## src/rtl/alu_issue_arbiter.sv

```systemverilog
// Round-robin issue arbiter sharing one pipelined ALU among NREQ requesters.
// Tracks the originator of each in-flight op and routes its result back.
module alu_issue_arbiter #(
  parameter int WIDTH = 8,
  parameter int NREQ  = 4,
  parameter int LAT   = 2,
  parameter int IDW   = $clog2(NREQ)
) (
  input  logic                  clk,
  input  logic                  reset,
  input  logic [NREQ-1:0]       req_valid,
  output logic [NREQ-1:0]       req_ready,
  input  logic [2*NREQ-1:0]     req_op,
  input  logic [WIDTH*NREQ-1:0] req_src1,
  input  logic [WIDTH*NREQ-1:0] req_src2,
  output logic                  alu_issue,
  output logic [1:0]            alu_op,
  output logic [WIDTH-1:0]      alu_src1,
  output logic [WIDTH-1:0]      alu_src2,
  input  logic [WIDTH-1:0]      alu_result,
  output logic [NREQ-1:0]       rsp_valid,
  output logic [IDW-1:0]        rsp_id,
  output logic [WIDTH-1:0]      rsp_data,
  output logic [15:0]           issue_count
);

  logic [IDW-1:0]   rr_ptr;
  logic [IDW-1:0]   alu_id;
  logic [IDW-1:0]   grant_id;
  logic             grant_any;
  logic             handshake;
  logic [1:0]       sel_op;
  logic [WIDTH-1:0] sel_src1;
  logic [WIDTH-1:0] sel_src2;
  logic [LAT-1:0]   tag_v;
  logic [IDW-1:0]   tag_id [LAT];

  // Scan from the farthest offset down so the offset closest to rr_ptr wins.
  always_comb begin
    grant_any = 1'b0;
    grant_id  = '0;
    for (int k = NREQ - 1; k >= 0; k--) begin
      for (int i = 0; i < NREQ; i++) begin
        if (req_valid[i] && (((int'(rr_ptr) + k) % NREQ) == i)) begin
          grant_any = 1'b1;
          grant_id  = IDW'(i);
        end
      end
    end
    sel_op   = '0;
    sel_src1 = '0;
    sel_src2 = '0;
    for (int i = 0; i < NREQ; i++) begin
      if (int'(grant_id) == i) begin
        sel_op   = req_op[2*i +: 2];
        sel_src1 = req_src1[WIDTH*i +: WIDTH];
        sel_src2 = req_src2[WIDTH*i +: WIDTH];
      end
    end
  end

  assign handshake = grant_any & ~reset;
  assign req_ready = handshake ? (NREQ'(1) << grant_id) : '0;

  always_ff @(posedge clk) begin
    if (reset) begin
      rr_ptr      <= '0;
      alu_id      <= '0;
      alu_issue   <= 1'b0;
      alu_op      <= '0;
      alu_src1    <= '0;
      alu_src2    <= '0;
      tag_v       <= '0;
      for (int k = 0; k < LAT; k++) tag_id[k] <= '0;
      rsp_valid   <= '0;
      rsp_id      <= '0;
      rsp_data    <= '0;
      issue_count <= '0;
    end else begin
      alu_issue <= handshake;
      if (handshake) begin
        alu_op      <= sel_op;
        alu_src1    <= sel_src1;
        alu_src2    <= sel_src2;
        alu_id      <= grant_id;
        rr_ptr      <= (grant_id == IDW'(NREQ - 1)) ? '0 : grant_id + IDW'(1);
        issue_count <= issue_count + 16'd1;
      end
      // Tag of the op on the issue port enters stage 0 as the ALU starts it.
      tag_v[0]  <= alu_issue;
      tag_id[0] <= alu_id;
      for (int k = 1; k < LAT; k++) begin
        tag_v[k]  <= tag_v[k-1];
        tag_id[k] <= tag_id[k-1];
      end
      if (tag_v[LAT-1]) begin
        rsp_valid <= NREQ'(1) << tag_id[LAT-1];
        rsp_id    <= tag_id[LAT-1];
        rsp_data  <= alu_result;
      end else begin
        rsp_valid <= '0;
      end
    end
  end

endmodule

```

## config.mk

```make
export PLATFORM = sky130hd
export DESIGN_NAME = alu_issue_arbiter
export DESIGN_NICKNAME = d
export VERILOG_FILES = /design/src/rtl/alu_issue_arbiter.sv
export SDC_FILE = /design/constraint.sdc
export NUM_CORES = 1
export LEC_CHECK = 0
export CORE_MARGIN = 2
export CORE_UTILIZATION = 24
export CTS_CLUSTER_SIZE = 10
export DETAILED_ROUTE_END_ITERATION = 16
export GPL_TIMING_DRIVEN = 0
export PLACE_DENSITY = 0.53
export RECOVER_POWER = 50
export SYNTH_ARGS = -nofsm -noshare
export SYNTH_HDL_FRONTEND = slang
export SYNTH_SLANG_ARGS = --single-unit
export TNS_END_PERCENT = 30
```

## constraint.sdc

```tcl
create_clock -name clk -period 4.09 [get_ports clk]
set_input_delay 0.409 -clock clk [delete_from_list [all_inputs] [get_ports clk]]
set_output_delay 0.409 -clock clk [all_outputs]
set_load 0.02 [all_outputs]
```

==> results of run 1 <==
==> cells in the mapped netlist, types with 2 or more instances <==
| library cell | count | area [um^2] |
|---|---|---|
| and3_1 | 2 | 12.5 |
| nand2b_1 | 3 | 18.8 |
| nand3_1 | 4 | 20.0 |
| or3_1 | 7 | 43.8 |
| or4_1 | 2 | 15.0 |
| nor2_1 | 38 | 143 |
| inv_1 | 24 | 90.1 |
| dfxtp_1 | 59 | 1180 |
| nand4_1 | 4 | 25.0 |
| a221o_1 | 18 | 180 |
| nor2b_1 | 8 | 50.1 |
| nand2_1 | 12 | 45.0 |
| xnor2_1 | 2 | 17.5 |
| a221oi_1 | 18 | 158 |
| mux2i_1 | 10 | 100 |
| ha_1 | 5 | 62.6 |
| buf_1 | 5 | 18.8 |
| and2_1 | 5 | 31.3 |
| o21ai_0 | 9 | 45.0 |
| clkbuf_1 | 17 | 63.8 |
| xor2_1 | 5 | 43.8 |
| nor3_1 | 20 | 100 |
| a21oi_1 | 34 | 170 |
==> metal layers <==
| layer | vias to the layer above | global-route usage, % | routed length (um) |
|---|---|---|---|
| met3 | 12 | 5.08 | 873 |
| met2 | 120 | 25.2 | 4330 |
| met5 | - | 0 | 0 |
| met4 | 0 | 6.50 | 153 |
| li1 | 1458 | - | - |
| met1 | 1301 | 16.8 | 3800 |
==> power groups by stage <==
stage,Clock (uW),Sequential (uW),Combinational [uW]
after global placement,0,674,569
after CTS,787,665,572
final,767,662,549
after detailed placement,0,676,570
after floorplan,0,725,259
after global routing,811,670,603
==> metrics by stage <==
step                      setup WS, ns  area [um^2]  power (uW)
after global routing            0.0871         4600        2080
after detailed placement         0.229         4300        1250
final                            0.288         4600        1980
after CTS                        0.233         4610        2020
after global placement           0.239         4300        1240
after floorplan                   1.64         2740         984
==> layout by cell type, fill, tap and decap left out, drive strengths merged, types with 2 or more instances in the layout <==
cell | synthesis | layout
nor3 | 20 | 20
or4 | 2 | 2
o21ai | 9 | 9
a21oi | 34 | 34
xor2 | 5 | 5
nor2 | 38 | 38
clkdlybuf4s50 | 0 | 96
nor2b | 8 | 8
or3 | 7 | 7
ha | 5 | 5
clkbuf | 17 | 31
nand4 | 5 | 5
a221o | 18 | 18
buf | 7 | 5
nand2 | 12 | 12
inv | 24 | 24
and2 | 5 | 5
mux2i | 10 | 10
a221oi | 18 | 18
dlygate4sd3 | 0 | 42
clkinv | 0 | 3
nand2b | 3 | 3
and3 | 2 | 2
nand3 | 4 | 4
xnor2 | 2 | 2
dfxtp | 59 | 59
==> cell type report <==
type	instances	area [um^2]	area share (%)
Buffer	24	96.3	2.09
Clock inverter	4	48.8	1.06
Sequential cell	59	1180	25.7
Multi-Input combinational cell	215	1370	29.7
Clock buffer	12	256	5.57
Inverter	24	90.1	1.96
Timing Repair Buffer	138	1380	30.0
Tap cell	143	179	3.89
==> timing repair <==
item | in CTS | in global routing
gates resized for setup | 0 | 2
setup endpoints to repair | 0 | 1
hold buffers | 0 | 0
==> state kept, by name, indices dropped and copies added, names as in the netlist <==
signal / flops
alu_id: 2
alu_issue: 1
alu_op: 2
alu_src1: 8
alu_src2: 8
issue_count: 16
rr_ptr: 2
rsp_data: 8
rsp_id: 2
rsp_valid: 4
tag_id: 4
tag_v: 2
==> kinds of logic after synthesis <==
group / Yosys count / synth area share, %
simple gates: 109 / 20.2
compound gates: 83 / 21.4
xor+xnor: 7 / 2.24
buf+inv: 48 / 6.75
flops: 59 / 43.1
fa+ha+maj: 5 / 2.28
mux: 11 / 4.06
==> worst max path at each step <==
stage            startpoint            to  slack [ns]  depth (start not counted)
2_1_floorplan     rr_ptr[1]  req_ready[1]        1.64                          8
3_3_place_gp   req_valid[1]  req_ready[3]        0.24                         10
3_5_place_dp   req_valid[1]  req_ready[3]        0.23                         10
4_1_cts        req_valid[1]  req_ready[3]        0.23                         10
5_1_grt        req_valid[1]  req_ready[1]        0.09                         10
6_report       req_valid[0]  req_ready[1]        0.29                         10
==> flow_summary.rst, run 1 <==
.. list-table::
   :header-rows: 1

   * - Metric
     - Value
   * - Share of the yosys chip area belonging to registers
     - between 40% and 50%
   * - Via count of the first global-routing pass
     - between 2000 and 3000
   * - Total gr overflow
     - 0
   * - Clock root buffer master
     - clkbuf_16
   * - Die area
     - between 10000 and 15000 um^2
   * - Placed Cells
     - 603
   * - Total number of nets in the final design
     - 562
   * - Skew-Pair Late Insertion Delay
     - roughly 0.33 ns
   * - Min-Delay Endpoint
     - tag_id[0][2]
   * - Layout Skew
     - slightly below 0.009 ns
   * - Pleak
     - roughly 0.0018 uW
   * - Share of total power in the clock network
     - 38.8%
   * - Total routing usage reported by global routing
     - 14.8%
   * - Netlist area before placement
     - ~2700 um^2
   * - Largest fanout of any net on the critical path
     - 10
   * - Critical setup path kind
     - input port to output pin
   * - Utilization after layout
     - about two fifths
   * - Area of the placeable core
     - 11300 um^2
   * - Cell Rows
     - 39
   * - Pins over their slew limit
     - 0
   * - Reg power frac
     - 33.5%
   * - Worst hold-check path type
     - flip-flop to flip-flop
   * - Sum of net half-perimeters after detailed placement
     - slightly above 7000 um
   * - Via-to-Cell Ratio
     - roughly 4.7
   * - Internal power contribution
     - ~1400 uW
   * - Outcome
     - complete, no violations
   * - Min-delay src
     - tag_id[0][0]
   * - Final period utilization
     - slightly above 90%
   * - Yosys synthesis warning count
     - 0
   * - Placer congestion estimate
     - between 0.7 and 0.8
   * - Port Buffer Count
     - around 140
   * - Maximum number of pins on one net before global-route repair
     - 11
   * - Slowest CP cell
     - clkdlybuf4s50_1
   * - Worst-case headroom to the max-slew limit
     - between 40 and 50%
   * - EDFF count, synth
     - 0
   * - Number of top-level pins
     - 139
   * - Top cell family by delay on the critical path
     - buffers and inverters
   * - Number of distinct library cells after synthesis
     - 34
   * - Pre-antenna DRT Iters
     - 4
   * - Number of antenna violations at the first check in global routing
     - 0
   * - Count of filler cells inserted in the layout
     - ~1100
   * - Required time at the worst-slack endpoint
     - ~3.7 ns
   * - Final Hold Fails
     - 0
   * - DRC viols
     - 0
   * - Post-Syn Nets
     - around 410
   * - Final sum of negative setup slack
     - 0 ns
   * - Switch Pwr
     - 569 uW
   * - Startpoint of the lowest-slack register-to-register path
     - rr_ptr[1]
   * - Layout cell share with drive strength beyond 1
     - approximately 4.4%
   * - Least-Margin Pin Slew
     - 0.808 ns
   * - Cell Chain, Critical Path
     - clkdlybuf4s50_1 > mux2i_1 > o2bb2ai_1 > or2_2 > inv_1 > ha_1 > clkbuf_1 > clkbuf_1 > and2_1 > clkdlybuf4s50_1
   * - Sort of element at the start of the critical path
     - input port
   * - Unrepaired setup endpoints after global routing
     - false
   * - #FFs+latches synth
     - between 50 and 60
   * - Final cell count without fillers
     - 619
   * - Critical path arrival
     - about 3.4 ns
   * - Num CTS Buffers
     - 9
   * - Prevailing post-synth register cell
     - dfxtp_1
   * - Maximum level of the CTS H-tree
     - 3
   * - Antenna viol nets, final
     - 0
   * - TritonCTS clock tree
     - done
   * - CTS clk-pin slew, worst paths
     - 0.05 ns
   * - Hold Slack
     - between 0.4 and 0.5 ns
   * - Vias after detailed routing
     - 2891
   * - Crit path buffers/inverters
     - 5
   * - Switching share of total power
     - between 20% and 30%
   * - Share of flip-flops with an asynchronous set or reset after synthesis
     - 0%
   * - Number of antenna repair diodes
     - 0
   * - Wire length after detailed routing
     - slightly above 9000 um
   * - Count of mapped cells out of synthesis
     - around 320
   * - Kind of capture point of the worst setup path
     - output pin
   * - Max-cap check violation count
     - 0
   * - Buffer levels on the longest clock path
     - 2
   * - Fraction of power consumed by combinational cells
     - between 20 and 30%
   * - Cell depth of the worst hold path
     - 1
   * - Wire length of the first global-routing pass
     - around 15000 um
   * - Clk sink count
     - 59
   * - WL per Instance
     - approximately 15 um
   * - Final setup viols
     - 0
   * - Initial core utilization
     - around a quarter
   * - Depth of the most critical reg-to-reg path
     - 10
   * - Die outline width
     - ~110 um
   * - Drt initial violations
     - about 130
   * - Power per Cell Area
     - roughly 430 nW/um^2
   * - Relative area change from synthesis to final layout
     - 67.9%
   * - Peak supply drop
     - 0.183 mV
   * - Maximum clock frequency
     - about 260 MHz
   * - Syn Area/Cell
     - between 8 and 9 um^2
   * - Buffer count from post-CTS setup fixing
     - 0
   * - Critical register-to-register path endpoint
     - alu_src1[1]
   * - Internal reg-to-reg setup slack
     - ~1.4 ns
   * - Min Clock Period, post-route
     - around 3.8 ns
   * - Die height
     - around 110 um
   * - Slowest cell delay on critical path
     - 0.62 ns
Note: power is estimated with default switching activity, not from simulation.
==> run 2, diff against run 1 <==
--- a/config.mk
+++ b/config.mk
@@ -5,6 +5,7 @@
 export SDC_FILE = /design/constraint.sdc
 export NUM_CORES = 1
 export LEC_CHECK = 0
+export CORE_ASPECT_RATIO = 1.1
 export CORE_MARGIN = 2
 export CORE_UTILIZATION = 24
 export CTS_CLUSTER_SIZE = 10
==> flow_summary.rst, run 2 (synthesized netlist as in run 1, its figures left out) <==
.. list-table::
   :header-rows: 1

   * - Metric
     - Value
   * - Slowest CP cell
     - clkdlybuf4s50_1
   * - Area of the placeable core
     - roughly 11000 um^2
   * - Number of top-level pins
     - ~140
   * - Sort of element at the start of the critical path
     - input port
   * - Pleak
     - about 0.0018 uW
   * - Critical path arrival
     - roughly 3.5 ns
   * - Clk sink count
     - between 50 and 60
   * - Power per Cell Area
     - about 450 nW/um^2
   * - Most common library cell in the layout ignoring fill and taps
     - clkdlybuf4s50_1
   * - Max-cap check violation count
     - 0
   * - Peak supply drop
     - 0.235 mV
   * - Cell Chain, Critical Path
     - clkdlybuf4s50_1 > nor2_1 > o2bb2ai_1 > or2_2 > inv_1 > ha_1 > clkbuf_1 > clkbuf_1 > and2_1 > clkdlybuf4s50_1
   * - Via count of the first global-routing pass
     - approximately 2800
   * - Maximum level of the CTS H-tree
     - 3
   * - Pins over their slew limit
     - 0
   * - Met3 Track Usage GR
     - between 4 and 5%
   * - Cell Rows
     - 40
   * - Final cell count without fillers
     - a little over 600
   * - Reg power frac
     - a little under a third
   * - Switching share of total power
     - between 20% and 30%
   * - Least-Margin Pin Slew
     - 0.921 ns
   * - Unrepaired setup endpoints after global routing
     - false
   * - Skew-Pair Late Insertion Delay
     - ~0.33 ns
   * - Die outline width
     - ~110 um
   * - Final Hold Fails
     - 0
   * - TritonCTS clock tree
     - done
   * - Outcome
     - complete, no violations
   * - Clock root buffer master
     - clkbuf_16
   * - Highest-count cells in the layout ignoring fill and taps
     - clkdlybuf4s50_1, dfxtp_1, dlygate4sd3_1, nor2_1, a21oi_1
   * - Layout Skew
     - roughly 0.0090 ns
   * - Most used routing layer in global routing
     - met2
   * - Maximum number of pins on one net before global-route repair
     - 13
   * - Slowest cell delay on critical path
     - about 0.6 ns
   * - Worst-case headroom to the max-slew limit
     - approximately two fifths
   * - Num CTS Buffers
     - 9
   * - Via-to-Cell Ratio
     - around 4.7
   * - Largest fanout of any net on the critical path
     - 10
   * - Internal reg-to-reg setup slack
     - between 1 and 1.5 ns
   * - Wire length after detailed routing
     - 9170 um
   * - Total gr overflow
     - 0
   * - Drt initial violations
     - just under 100
   * - Buffer count from post-CTS setup fixing
     - 0
   * - Maximum clock frequency
     - 258 MHz
   * - Switch Pwr
     - around 590 uW
   * - Total number of nets in the final design
     - 562
   * - Initial core utilization
     - between 20% and 30%
   * - Port Buffer Count
     - between 100 and 150
   * - Final setup margin
     - between 0.2 and 0.25 ns
   * - Vias after detailed routing
     - around 2900
   * - CTS clk-pin slew, worst paths
     - 0.06 ns
   * - Buffer levels on the longest clock path
     - 2
   * - Count of filler cells inserted in the layout
     - 1140
   * - Pre-antenna DRT Iters
     - 5
   * - Relative area change from synthesis to final layout
     - 69.6%
   * - Fraction of power consumed by combinational cells
     - between 20% and 30%
   * - Worst hold-check path type
     - flip-flop to flip-flop
   * - Utilization after layout
     - a little over two fifths
   * - Kind of capture point of the worst setup path
     - output pin
   * - Die area
     - between 10000 and 15000 um^2
   * - Number of antenna violations at the first check in global routing
     - 0
   * - Largest register FFs
     - 16
   * - Required time at the worst-slack endpoint
     - about 3.7 ns
   * - WL per Instance
     - ~15 um
   * - Final period utilization
     - ~95%
   * - Sum of net half-perimeters after detailed placement
     - 6920 um
   * - Layout cell share with drive strength beyond 1
     - 4.62%
   * - Final sum of negative setup slack
     - 0 ns
   * - Fraction of met1 tracks used by global routing
     - a little under a fifth
   * - Global Route met2 Usage
     - about a quarter
   * - Post-Place Worst Slack
     - 0.178 ns
   * - Share of total power in the clock network
     - approximately two fifths
   * - Hold buffers post-CTS
     - 0
   * - Quantity of gates resized following cts
     - 0
   * - Antenna viol nets, final
     - 0
   * - Wire length of the first global-routing pass
     - roughly 14000 um
   * - Total routing usage reported by global routing
     - roughly 15%
   * - Placed Cells
     - 607
   * - Critical setup path kind
     - input port to output pin
   * - Internal power contribution
     - 1500 uW
   * - DRC viols
     - 0
   * - Number of antenna repair diodes
     - 0
   * - Biggest register
     - issue_count
   * - Die height
     - around 120 um
   * - Placer congestion estimate
     - between 0.7 and 0.8
   * - Final setup viols
     - 0
   * - Min Clock Period, post-route
     - between 3 and 4 ns
-- run 2: area by class of cell --
class | instances | area, um^2 | area share (%)
Clock inverter | 7 | 124 | 2.66
Sequential cell | 59 | 1180 | 25.4
Buffer | 24 | 96.3 | 2.07
Timing Repair Buffer | 138 | 1380 | 29.7
Clock buffer | 9 | 225 | 4.84
Tap cell | 147 | 184 | 3.95
Inverter | 24 | 90.1 | 1.94
Multi-Input combinational cell | 215 | 1370 | 29.4
-- run 2: routing by layer --
| layer | wire length [um] | vias up |
|---|---|---|
| met1 | 4110 | 1310 |
| met3 | 766 | 13 |
| li1 | - | 1464 |
| met2 | 4160 | 125 |
| met5 | 0 | - |
| met4 | 131 | 0 |
-- run 2: worst paths after layout --
kind,startpoint,endpoint,cells past startpoint
worst min-delay path,tag_v[0],tag_v[1],1
worst max register to register,rr_ptr[1],alu_src1[0],10
worst max-delay path,req_valid[1],req_ready[1],10
worst min register to register,tag_v[0],tag_v[1],1
-- run 2: critical path, delay by kind of cell --
family                     cells  cell delay (ns)
and+or+nand+nor                3             0.61
buffers and inverters          5             2.14
AOI/OAI and AO/OA              1             0.13
adders and majority gates      1             0.17
-- run 2: per-stage QoR --
step	cell area [um^2]	power (uW)	hold WS, ns
after floorplan	2740	984	0.414
after global placement	4310	1240	0.419
after detailed placement	4310	1250	0.429
after CTS	4660	2140	0.443
after global routing	4650	2200	0.462
final	4650	2090	0.437
-- run 2: power groups by stage --
stage	Clock, uW	Sequential (uW)	Combinational [uW]
CTS	906	665	573
detailed placement	0	676	571
global route	933	668	602
floorplan	0	725	259
global placement	0	674	569
finish	880	661	553
